==> src/rtl/timer_pkg.sv <==
`default_nettype none
// +----------------------------------------------------------------------+
// | timer_pkg                                                            |
// | Shared state encoding, BCD time record and the BCD one-second        |
// | decrement used by the microwave timer.                               |
// | Revision: 1.0                                                        |
// +----------------------------------------------------------------------+
package timer_pkg;

    typedef enum logic [2:0] {
        IDLE    = 3'd0,
        ENTRY   = 3'd1,
        RUNNING = 3'd2,
        PAUSED  = 3'd3,
        DONE    = 3'd4
    } state_t;

    localparam logic [3:0] BCD_MAX_UNITS = 4'd9;
    localparam logic [3:0] SEC_TENS_WRAP = 4'd5;

    typedef struct packed {
        logic [3:0] min_tens;
        logic [3:0] min_units;
        logic [3:0] sec_tens;
        logic [3:0] sec_units;
    } bcd_time_t;

    localparam bcd_time_t TIME_ZERO = '0;

    // Seconds above 59 are decremented as entered; only 00 borrows a minute.
    function automatic bcd_time_t bcd_dec(input bcd_time_t t);
        bcd_time_t r;
        r = t;
        if (t == TIME_ZERO) begin
            r = t;
        end else if (t.sec_units != 4'd0) begin
            r.sec_units = t.sec_units - 4'd1;
        end else begin
            r.sec_units = BCD_MAX_UNITS;
            if (t.sec_tens != 4'd0) begin
                r.sec_tens = t.sec_tens - 4'd1;
            end else begin
                r.sec_tens = SEC_TENS_WRAP;
                if (t.min_units != 4'd0) begin
                    r.min_units = t.min_units - 4'd1;
                end else begin
                    r.min_units = BCD_MAX_UNITS;
                    r.min_tens  = t.min_tens - 4'd1;
                end
            end
        end
        return r;
    endfunction

endpackage
`default_nettype wire

==> src/rtl/pgt_sync.sv <==
`default_nettype none
// +----------------------------------------------------------------------+
// | pgt_sync                                                             |
// | Synchronises pgt/D/loadn together and flags rising edges of pgt.     |
// | Revision: 1.0                                                        |
// +----------------------------------------------------------------------+
module pgt_sync #(
    parameter int SYNC_STAGES = 2
) (
    input  logic       clk,
    input  logic       reset,
    input  logic       pgt,
    input  logic [3:0] D,
    input  logic       loadn,
    output logic       evt,
    output logic [3:0] evt_d,
    output logic       evt_loadn
);

    // Each stage carries {pgt, loadn, D} so data stays aligned with the edge.
    logic [SYNC_STAGES-1:0][5:0] r_sync_q;
    logic [SYNC_STAGES-1:0][5:0] w_sync_d;
    logic                        r_pgt_prev_q;
    logic                        w_pgt_prev_d;

    always_comb begin
        w_sync_d     = {r_sync_q[SYNC_STAGES-2:0], pgt, loadn, D};
        w_pgt_prev_d = r_sync_q[SYNC_STAGES-1][5];
    end

    always_ff @(posedge clk) begin
        if (reset) begin
            r_sync_q     <= '0;
            r_pgt_prev_q <= 1'b0;
        end else begin
            r_sync_q     <= w_sync_d;
            r_pgt_prev_q <= w_pgt_prev_d;
        end
    end

    assign evt       = r_sync_q[SYNC_STAGES-1][5] & ~r_pgt_prev_q;
    assign evt_loadn = r_sync_q[SYNC_STAGES-1][4];
    assign evt_d     = r_sync_q[SYNC_STAGES-1][3:0];

endmodule
`default_nettype wire

==> src/rtl/timer_entry.sv <==
`default_nettype none
// +----------------------------------------------------------------------+
// | timer_entry                                                          |
// | Keypad digit entry into an MM:SS BCD register and countdown control. |
// | Revision: 1.0                                                        |
// +----------------------------------------------------------------------+
module timer_entry
    import timer_pkg::*;
#(
    parameter int SYNC_STAGES   = 2,
    parameter int TICKS_PER_SEC = 1
) (
    input  logic       clk,
    input  logic       reset,
    input  logic [3:0] D,
    input  logic       loadn,
    input  logic       pgt,
    input  logic       start,
    input  logic       stop,
    input  logic       clear,
    output logic [3:0] min_tens,
    output logic [3:0] min_units,
    output logic [3:0] sec_tens,
    output logic [3:0] sec_units,
    output logic       running,
    output logic       done
);

    localparam logic [7:0] c_presc_last = 8'(TICKS_PER_SEC - 1);

    logic       w_evt;
    logic [3:0] w_evt_d;
    logic       w_evt_loadn;

    pgt_sync #(
        .SYNC_STAGES (SYNC_STAGES)
    ) u_pgt_sync (
        .clk       (clk),
        .reset     (reset),
        .pgt       (pgt),
        .D         (D),
        .loadn     (loadn),
        .evt       (w_evt),
        .evt_d     (w_evt_d),
        .evt_loadn (w_evt_loadn)
    );

    state_t    r_state_q, w_state_d;
    bcd_time_t r_time_q,  w_time_d;
    logic [7:0] r_presc_q, w_presc_d;
    logic      r_start_q, r_stop_q;
    logic      r_running_q, r_done_q;

    logic      w_start_rise, w_stop_rise, w_digit, w_tick;
    bcd_time_t w_dec;

    always_comb begin
        w_start_rise = start & ~r_start_q;
        w_stop_rise  = stop & ~r_stop_q;
        w_digit      = w_evt & ~w_evt_loadn & (w_evt_d <= BCD_MAX_UNITS);
        w_tick       = w_evt & w_evt_loadn;
        w_dec        = bcd_dec(r_time_q);

        w_state_d = r_state_q;
        w_time_d  = r_time_q;
        w_presc_d = r_presc_q;

        if (clear) begin
            w_state_d = IDLE;
            w_time_d  = TIME_ZERO;
            w_presc_d = 8'd0;
        end else if (w_stop_rise) begin
            case (r_state_q)
                RUNNING: w_state_d = PAUSED;
                ENTRY, PAUSED, DONE: begin
                    w_state_d = IDLE;
                    w_time_d  = TIME_ZERO;
                    w_presc_d = 8'd0;
                end
                default: w_state_d = r_state_q;
            endcase
        end else if (w_start_rise) begin
            case (r_state_q)
                ENTRY: begin
                    if (r_time_q != TIME_ZERO) begin
                        w_state_d = RUNNING;
                        w_presc_d = 8'd0;
                    end
                end
                PAUSED: w_state_d = RUNNING;
                DONE: begin
                    w_state_d = IDLE;
                    w_time_d  = TIME_ZERO;
                end
                default: w_state_d = r_state_q;
            endcase
        end else begin
            case (r_state_q)
                IDLE, DONE: begin
                    if (w_digit) begin
                        w_state_d = ENTRY;
                        w_time_d  = {12'h000, w_evt_d};
                    end
                end
                ENTRY: begin
                    if (w_digit) begin
                        w_time_d = {r_time_q.min_units, r_time_q.sec_tens,
                                    r_time_q.sec_units, w_evt_d};
                    end
                end
                RUNNING: begin
                    if (w_tick) begin
                        if (r_presc_q >= c_presc_last) begin
                            w_presc_d = 8'd0;
                            w_time_d  = w_dec;
                            if (w_dec == TIME_ZERO) begin
                                w_state_d = DONE;
                            end
                        end else begin
                            w_presc_d = r_presc_q + 8'd1;
                        end
                    end
                end
                default: w_state_d = r_state_q;
            endcase
        end
    end

    always_ff @(posedge clk) begin
        if (reset) begin
            r_state_q   <= IDLE;
            r_time_q    <= TIME_ZERO;
            r_presc_q   <= 8'd0;
            r_start_q   <= 1'b0;
            r_stop_q    <= 1'b0;
            r_running_q <= 1'b0;
            r_done_q    <= 1'b0;
        end else begin
            r_state_q   <= w_state_d;
            r_time_q    <= w_time_d;
            r_presc_q   <= w_presc_d;
            r_start_q   <= start;
            r_stop_q    <= stop;
            r_running_q <= (w_state_d == RUNNING);
            r_done_q    <= (w_state_d == DONE);
        end
    end

    assign min_tens  = r_time_q.min_tens;
    assign min_units = r_time_q.min_units;
    assign sec_tens  = r_time_q.sec_tens;
    assign sec_units = r_time_q.sec_units;
    assign running   = r_running_q;
    assign done      = r_done_q;

endmodule
`default_nettype wire

==> config.mk <==
export PLATFORM = sky130hd
export DESIGN_NAME = timer_entry
export DESIGN_NICKNAME = d
export VERILOG_FILES = /design/src/rtl/timer_pkg.sv /design/src/rtl/pgt_sync.sv /design/src/rtl/timer_entry.sv
export SDC_FILE = /design/constraint.sdc
export NUM_CORES = 1
export LEC_CHECK = 0
export BUFFER_PORTS_ARGS = -buffer_cell sky130_fd_sc_hd__clkbuf_2
export CAP_MARGIN = 10
export CORE_AREA = 2 2 73 61
export CTS_CLUSTER_DIAMETER = 200
export DETAILED_ROUTE_END_ITERATION = 6
export DIE_AREA = 0 0 75 63
export PLACE_DENSITY = 0.74
export SLEW_MARGIN = 20
export SYNTH_ARGS = -nofsm -noshare
export SYNTH_HDL_FRONTEND = slang
export SYNTH_SLANG_ARGS = --single-unit
==> constraint.sdc <==
create_clock -name clk -period 2 [get_ports clk]
set_clock_uncertainty 0.2 [all_clocks]
set_input_delay 0.2 -clock clk [delete_from_list [all_inputs] [get_ports clk]]
set_output_delay 0.2 -clock clk [all_outputs]
set_load 0.05 [all_outputs]
==> metrics, run 1 <==
status=complete, but fails checks; violated checks=setup timing; Synth Flop Type=dfxtp_1; sequential share of the synthesized area=36.81%; I/O pin total=29; ANT cells=0; Final Core Density=69.78%; clock buffer count from CTS=5; Core ar.=4020 um^2; Final Hold Vio Count=0; CP Buf/Inv Count=1; endpoint class of the critical path=register; most frequent cells in the layout=buf_4 (44), nand2_1 (31), clkbuf_2 (28), dfxtp_1 (26), nor2b_1 (17); # DRC=0; dpl cells=355; setup TNS=-1035 ps; first-pass GRT wire length=8928 um; CP delay by family, top=simple AND/OR/NAND/NOR gates; Largest stage delay, worst path=440 ps; CTS Sinks=36; Slew HR=70.10%; Leak Pwr=1.191 nW; Die W=75 um; final setup vio count=10; worst-path cell chain=inv_4, ha_4, or3b_4, or4_4, o32ai_2, nand4_1, and3_1; flop2flop setup slack=-200 ps; Tot Pwr=1.360 mW; mapped cell area=1958 um^2; net count after synthesis=251; pwr dens=484.8 nW/um^2; fill count=339; final WL=5388 um; final worst setup slack=-202.5 ps; share of layout cells above drive strength 1=39.50%; initial antenna violation count=0; root buffer cell=clkbuf_8; Net Switching=0.3029 mW; Worst Hold Class=primary input to register; dpl hpwl=3860 um; DR WL/cell=14.33 um; row count=21; Flop pwr share=53.7%; Antenna Nets Post-Route=0; internal power=1.057 mW; CP arrival=2180 ps; maximum net fanout on the critical path=4; Hold WS=41.64 ps; Cells after Synth=238; Yosys warning total=0; initial drt markers=172; shortest period the worst path allows=2202 ps; Syn Area/Cell=8.227 um^2; max-cap violations=0; #FFs+latches synth=36; grt total ovfl=0; Post-synth EDFFs=0; RSZ-0062 raised after global routing=yes; # port buffers=28; drt pass-1 iters=4; TritonCTS clock tree=built; Worst setup SP type=register; fin cells=376; synthesis-to-finish area growth=43.26%; Clock Latency Late Sink=290 ps; switching share of power=22.27%; clock-pin slew on the worst setup and hold paths=70 ps; Layout Nets=331; Initial Utilization=48.71%; Req. time, crit path=1980 ps; Clock Path Buffers=2; H-tree depth=2; total die area=4725 um^2; vias=2070; Slowest cell on crit path=or4_4; largest net degree at the start of global routing=17; RePlAce Congestion=0.9624; combinational share of power=7.1%; Synth cell types=53; Pins Over Slew Limit=0; IR Drop Worst-Case VDD=445.8 uV; f_max=454.0 MHz; final worst-path cycle share=110.1%; Worst-Margin Slew=445.0 ps; critical setup path kind=register to register; commonest non-fill, non-tap cell in the layout=buf_4; Clock power frac=39.2%; Die H=63 um; GRT Total Usage=24.38%; post-synthesis async set-or-reset flop share=0%; vias in the first global route=1910; drt via density=5.505
[worst reg2reg max path: stages (launching register included)]
cell and delay [ps]:
dfxtp_4 350, inv_4 60, ha_4 120, or3b_4 400, or4_4 440, o32ai_2 100, nand4_1 210, and3_1 220
[logic make-up (layout without fill, tap and decap cells)]
family	count (synthesis)	count (layout)	synth area share [%]
AND/OR/NAND/NOR	114	114	34.25
adder cells (fa/ha/maj)	2	2	1.278
multiplexers	2	2	1.086
buffers and inverters	19	100	5.367
XOR/XNOR	2	2	0.8947
flip-flops	36	36	36.81
AO/OA/AOI/OAI	63	63	20.32
[cell usage after synthesis (all sizes together), types with 3 or more instances]
| cell | instances | area [um^2] |
|---|---|---|
| dfxtp | 36 | 720.7 |
| nand2 | 32 | 120.1 |
| nor2b | 19 | 118.9 |
| o21ai | 19 | 95.09 |
| a21oi | 16 | 80.08 |
| nor2 | 13 | 51.30 |
| buf | 9 | 66.31 |
| nand3 | 8 | 40.04 |
| nor3 | 7 | 35.03 |
| nor4 | 7 | 73.82 |
| and3 | 6 | 37.54 |
| clkbuf | 5 | 20.01 |
| inv | 5 | 18.77 |
| nand2b | 4 | 25.02 |
| o211ai | 4 | 30.03 |
| a2bb2oi | 3 | 26.28 |
| a31oi | 3 | 18.77 |
| nand4 | 3 | 33.78 |
| o31ai | 3 | 22.52 |
[final timing paths]
check / start / to / cells past startpoint
min reg2reg: u_pgt_sync.r_sync_q[3]$_SDFF_PP0_ / u_pgt_sync.evt_d[3]$_SDFF_PP0_ / 1
max reg2reg: min_tens[1]$_SDFFE_PP0P_ / running$_SDFF_PP0_ / 7
min: clear / r_state_q[0]$_SDFF_PP0_ / 3
max: min_tens[1]$_SDFFE_PP0P_ / running$_SDFF_PP0_ / 7
[sequential cells by signal, summed over array words and instances (netlist names)]
signal                   count
min_tens                     4
running                      1
min_units                    4
u_pgt_sync.r_pgt_prev_q      1
u_pgt_sync.r_sync_q          7
r_start_q                    1
u_pgt_sync.evt_loadn         1
u_pgt_sync.evt_d             4
sec_units                    4
done                         1
r_state_q                    3
r_stop_q                     1
sec_tens                     4
[power groups by stage]
stage / logic [mW] / registers, mW / clock network, mW
after floorplan: 0.0447 / 0.745 / 0
after global placement: 0.0792 / 0.746 / 0
after detailed placement: 0.0807 / 0.746 / 0
after CTS: 0.0938 / 0.730 / 0.540
after global routing: 0.106 / 0.732 / 0.579
final: 0.0960 / 0.730 / 0.534
[cell type report]
| class | count | area (um^2) | area share [%] |
|---|---|---|---|
| Clock inverter | 1 | 7.507 | 0.2676 |
| Sequential cell | 36 | 743.2 | 26.49 |
| Clock buffer | 7 | 86.33 | 3.078 |
| Timing Repair Buffer | 87 | 638.1 | 22.75 |
| Inverter | 5 | 23.77 | 0.8475 |
| Tap cell | 57 | 71.32 | 2.542 |
| Multi-Input combinational cell | 183 | 1235 | 44.02 |
[stage by stage]
stage / instance area (um^2) / setup WS, ps
final: 2805 / -202.5
after global routing: 2805 / -292.1
after CTS: 2761 / -197.7
after detailed placement: 2515 / -215.8
after global placement: 2515 / -166.5
after floorplan: 2036 / -213.5
[what timing repair did]
item / CTS / global route
endpoints found under the hold margin: 8 / 0
pin swaps: 10 / 3
hold buffers: 8 / 0
setup endpoints to repair: 9 / 16
setup buffers: 5 / 0
gates resized for setup: 10 / 12
[per-layer routing]
layer  share of wire, %  wire, um  global-route usage (%)
met1                 44      2369                   33.37
met2                 48      2580                   39.36
met3                7.1       384                   4.516
met4               0.98        53                   5.580
met5                  0         0                       0
Power figures use the tool's default switching activity.
==> inputs of run 2 (changes only) <==
--- a/config.mk
+++ b/config.mk
@@ -7,11 +7,11 @@
 export LEC_CHECK = 0
 export BUFFER_PORTS_ARGS = -buffer_cell sky130_fd_sc_hd__clkbuf_2
 export CAP_MARGIN = 10
-export CORE_AREA = 2 2 73 61
+export CORE_AREA = 2 2 70 59
 export CTS_CLUSTER_DIAMETER = 200
 export DETAILED_ROUTE_END_ITERATION = 6
-export DIE_AREA = 0 0 75 63
-export PLACE_DENSITY = 0.74
+export DIE_AREA = 0 0 72 61
+export PLACE_DENSITY = 0.76
 export SLEW_MARGIN = 20
 export SYNTH_ARGS = -nofsm -noshare
 export SYNTH_HDL_FRONTEND = slang
==> constraint.sdc (replaced) <==
create_clock -name clk -period 2.9 [get_ports clk]
set_clock_uncertainty 0.2 [all_clocks]
set_input_delay 0.29 -clock clk [delete_from_list [all_inputs] [get_ports clk]]
set_output_delay 0.29 -clock clk [all_outputs]
set_load 0.05 [all_outputs]
==> run 2 against run 1 <==
Compared with the run above:
- the run now ends clean
- clock power fell by 34%
- total power fell by 33%
- cell count fell by 18%
- critical path type unchanged
- critical endpoint is now r_state_q[1]$_SDFF_PP0_
- highest routed layer unchanged
==> metrics, run 2 (same netlist as run 1, synthesis figures left out) <==
status=finished, final reports clean (was complete, but fails checks); CTS Hold Bufs=0 (was 8); most frequent cells in the layout=dfxtp_1 (36), nand2_1 (32), clkbuf_2 (28), nor2b_1 (19), o21ai_0 (18) (was buf_4 (44), nand2_1 (31), clkbuf_2 (28), dfxtp_1 (26), nor2b_1 (17)); vias in the first global route=1501 (was 1910); Slew HR=57.34% (was 70.10%); Die W=72 um (was 75 um); critical setup path kind=register to register (unchanged); Reg-to-Reg End=r_state_q[1]$_SDFF_PP0_ (was running$_SDFF_PP0_); Clock Path Buffers=2 (unchanged); Worst setup SP type=register (unchanged); fill count=340 (was 339); Largest stage delay, worst path=640 ps (was 440 ps); RSZ-0062 raised after global routing=no (was yes); global route hottest layer=met2 (unchanged); Initial Utilization=53.23% (was 48.71%); Leak Pwr=0.8798 nW (was 1.191 nW); worst-path cell chain=nor4_4, nor2b_1, mux2_2, nor4_1, nand4_1, and3_1 (was inv_4, ha_4, or3b_4, or4_4, o32ai_2, nand4_1, and3_1); GRT Total Usage=20.96% (was 24.38%); IR Drop Worst-Case VDD=413.7 uV (was 445.8 uV); Layout Nets=275 (was 331); Antenna Nets Post-Route=0 (unchanged); grt met3 use=6.478% (was 4.516%); endpoint class of the critical path=register (unchanged); met2 global-route usage=33.20% (was 39.36%); final WL=4289 um (was 5388 um); maximum net fanout on the critical path=11 (was 4); Post-CTS Resized=0 (was 10); row count=20 (was 21); DR WL/cell=13.97 um (was 14.33 um); Tot Pwr=0.9050 mW (was 1.360 mW); initial drt markers=133 (was 172); H-tree depth=2 (unchanged); final setup vio count=0 (was 10); clock buffer count from CTS=5 (unchanged); # DRC=0 (unchanged); CTS Sinks=36 (unchanged); clock-pin slew on the worst setup and hold paths=80 ps (was 70 ps); vias=1766 (was 2070); commonest non-fill, non-tap cell in the layout=dfxtp_1 (was buf_4); Core ar.=3679 um^2 (was 4020 um^2); Pins Over Slew Limit=0 (unchanged); RePlAce Congestion=0.9159 (was 0.9624); final worst-path cycle share=91.55% (was 110.1%); drt via density=5.752 (was 5.505); worst hold start=D[3] (was clear); Clock Latency Late Sink=290 ps (about the same); first-pass GRT wire length=7058 um (was 8928 um); FF-to-FF path depth=6 (was 7); synthesis-to-finish area growth=11.18% (was 43.26%); CP arrival=2650 ps (was 2180 ps); CP Buf/Inv Count=0 (was 1); max FFs per register=7 (unchanged); Hold WS=13.29 ps (was 41.64 ps); Worst-Margin Slew=635.1 ps (was 445.0 ps); Die H=61 um (was 63 um); share of layout cells above drive strength 1=19.39% (was 39.50%); worst hold stages=2 (was 3); pwr dens=415.7 nW/um^2 (was 484.8 nW/um^2); I/O pin total=29 (unchanged); number of post-CTS setup repair buffers=0 (was 5); ANT cells=0 (unchanged); total die area=4392 um^2 (was 4725 um^2); shortest period the worst path allows=2655 ps (was 2202 ps); Final Hold Vio Count=0 (unchanged); setup TNS=0 ps (was -1035 ps); drt pass-1 iters=4 (unchanged); Slowest cell on crit path=nor4_4 (was or4_4); initial antenna violation count=0 (unchanged); root buffer cell=clkbuf_8 (unchanged); flop2flop setup slack=250 ps (was -200 ps); CP delay by family, top=simple AND/OR/NAND/NOR gates (unchanged); met1 usage=28.09% (was 33.37%); Req. time, crit path=2890 ps (was 1980 ps); Worst Hold Class=primary input to register (unchanged); Biggest register=u_pgt_sync.r_sync_q (unchanged); dpl hpwl=3076 um (was 3860 um); max-cap violations=0 (unchanged); f_max=376.7 MHz (was 454.0 MHz); # port buffers=28 (unchanged); largest net degree at the start of global routing=17 (unchanged); worst r2r src=sec_units[3]$_SDFFE_PP0P_ (was min_tens[1]$_SDFFE_PP0P_); Worst Hold End=u_pgt_sync.r_sync_q[3]$_SDFF_PP0_ (was r_state_q[0]$_SDFF_PP0_); TritonCTS clock tree=built (unchanged); grt total ovfl=0 (unchanged)
-- run 2: stage by stage --
step | instance area [um^2] | std cells | setup slack, ps | util, %
2_1_floorplan | 1958 | 238 | 418.9 | -
3_3_place_gp | 2090 | 299 | 310.8 | 56.80
6_report | 2177 | 307 | 245.2 | 59.18
5_1_grt | 2177 | 307 | 28.70 | 59.18
4_1_cts | 2177 | 307 | 250.5 | 59.18
3_5_place_dp | 2090 | 299 | 253.4 | 56.80
-- run 2: worst reg2reg max path: stages (launching register included) --
cell and delay (ps):
dfxtp_1 400, nor4_4 650, nor2b_1 230, mux2_2 360
nor4_1 300, nand4_1 200, and3_1 220
-- run 2: routing by layer --
| layer | vias to the layer above | wire, um |
|---|---|---|
| met3 | 5 | 275 |
| met2 | 51 | 1896 |
| met5 | - | 0 |
| li1 | 906 | - |
| met1 | 804 | 2069 |
| met4 | 0 | 48 |
-- run 2: final cells by class --
cell class,count,area (um^2),share of cell area (%)
sequential,36,720.7,33.10
multi-input combinational,183,1132,52.01
clock buffer,5,68.82,3.161
tap,44,55.05,2.529
timing repair buffer,31,162.7,7.471
clock inverter,3,18.77,0.8621
inverter,5,18.77,0.8621
-- run 2: worst max path at each step --
stage / start / endpoint / slack [ps] / depth (start not counted)
floorplan: min_tens[0]$_SDFFE_PP0P_ / r_state_q[1]$_SDFF_PP0_ / 420 / 8
global placement: sec_units[3]$_SDFFE_PP0P_ / r_state_q[1]$_SDFF_PP0_ / 310 / 6
detailed placement: sec_units[3]$_SDFFE_PP0P_ / r_state_q[1]$_SDFF_PP0_ / 250 / 6
CTS: sec_units[3]$_SDFFE_PP0P_ / r_state_q[1]$_SDFF_PP0_ / 250 / 6
global route: sec_units[3]$_SDFFE_PP0P_ / r_state_q[1]$_SDFF_PP0_ / 30 / 6
finish: sec_units[3]$_SDFFE_PP0P_ / r_state_q[1]$_SDFF_PP0_ / 250 / 6
-- run 2: power by group --
part / internal, mW / total [mW] / leakage (nW) / switching, mW
Clock: 0.167 / 0.351 / 0.0479 / 0.184
Combinational: 0.0206 / 0.0466 / 0.539 / 0.0260
Sequential: 0.504 / 0.507 / 0.293 / 0.00320
Total: 0.692 / 0.905 / 0.880 / 0.213
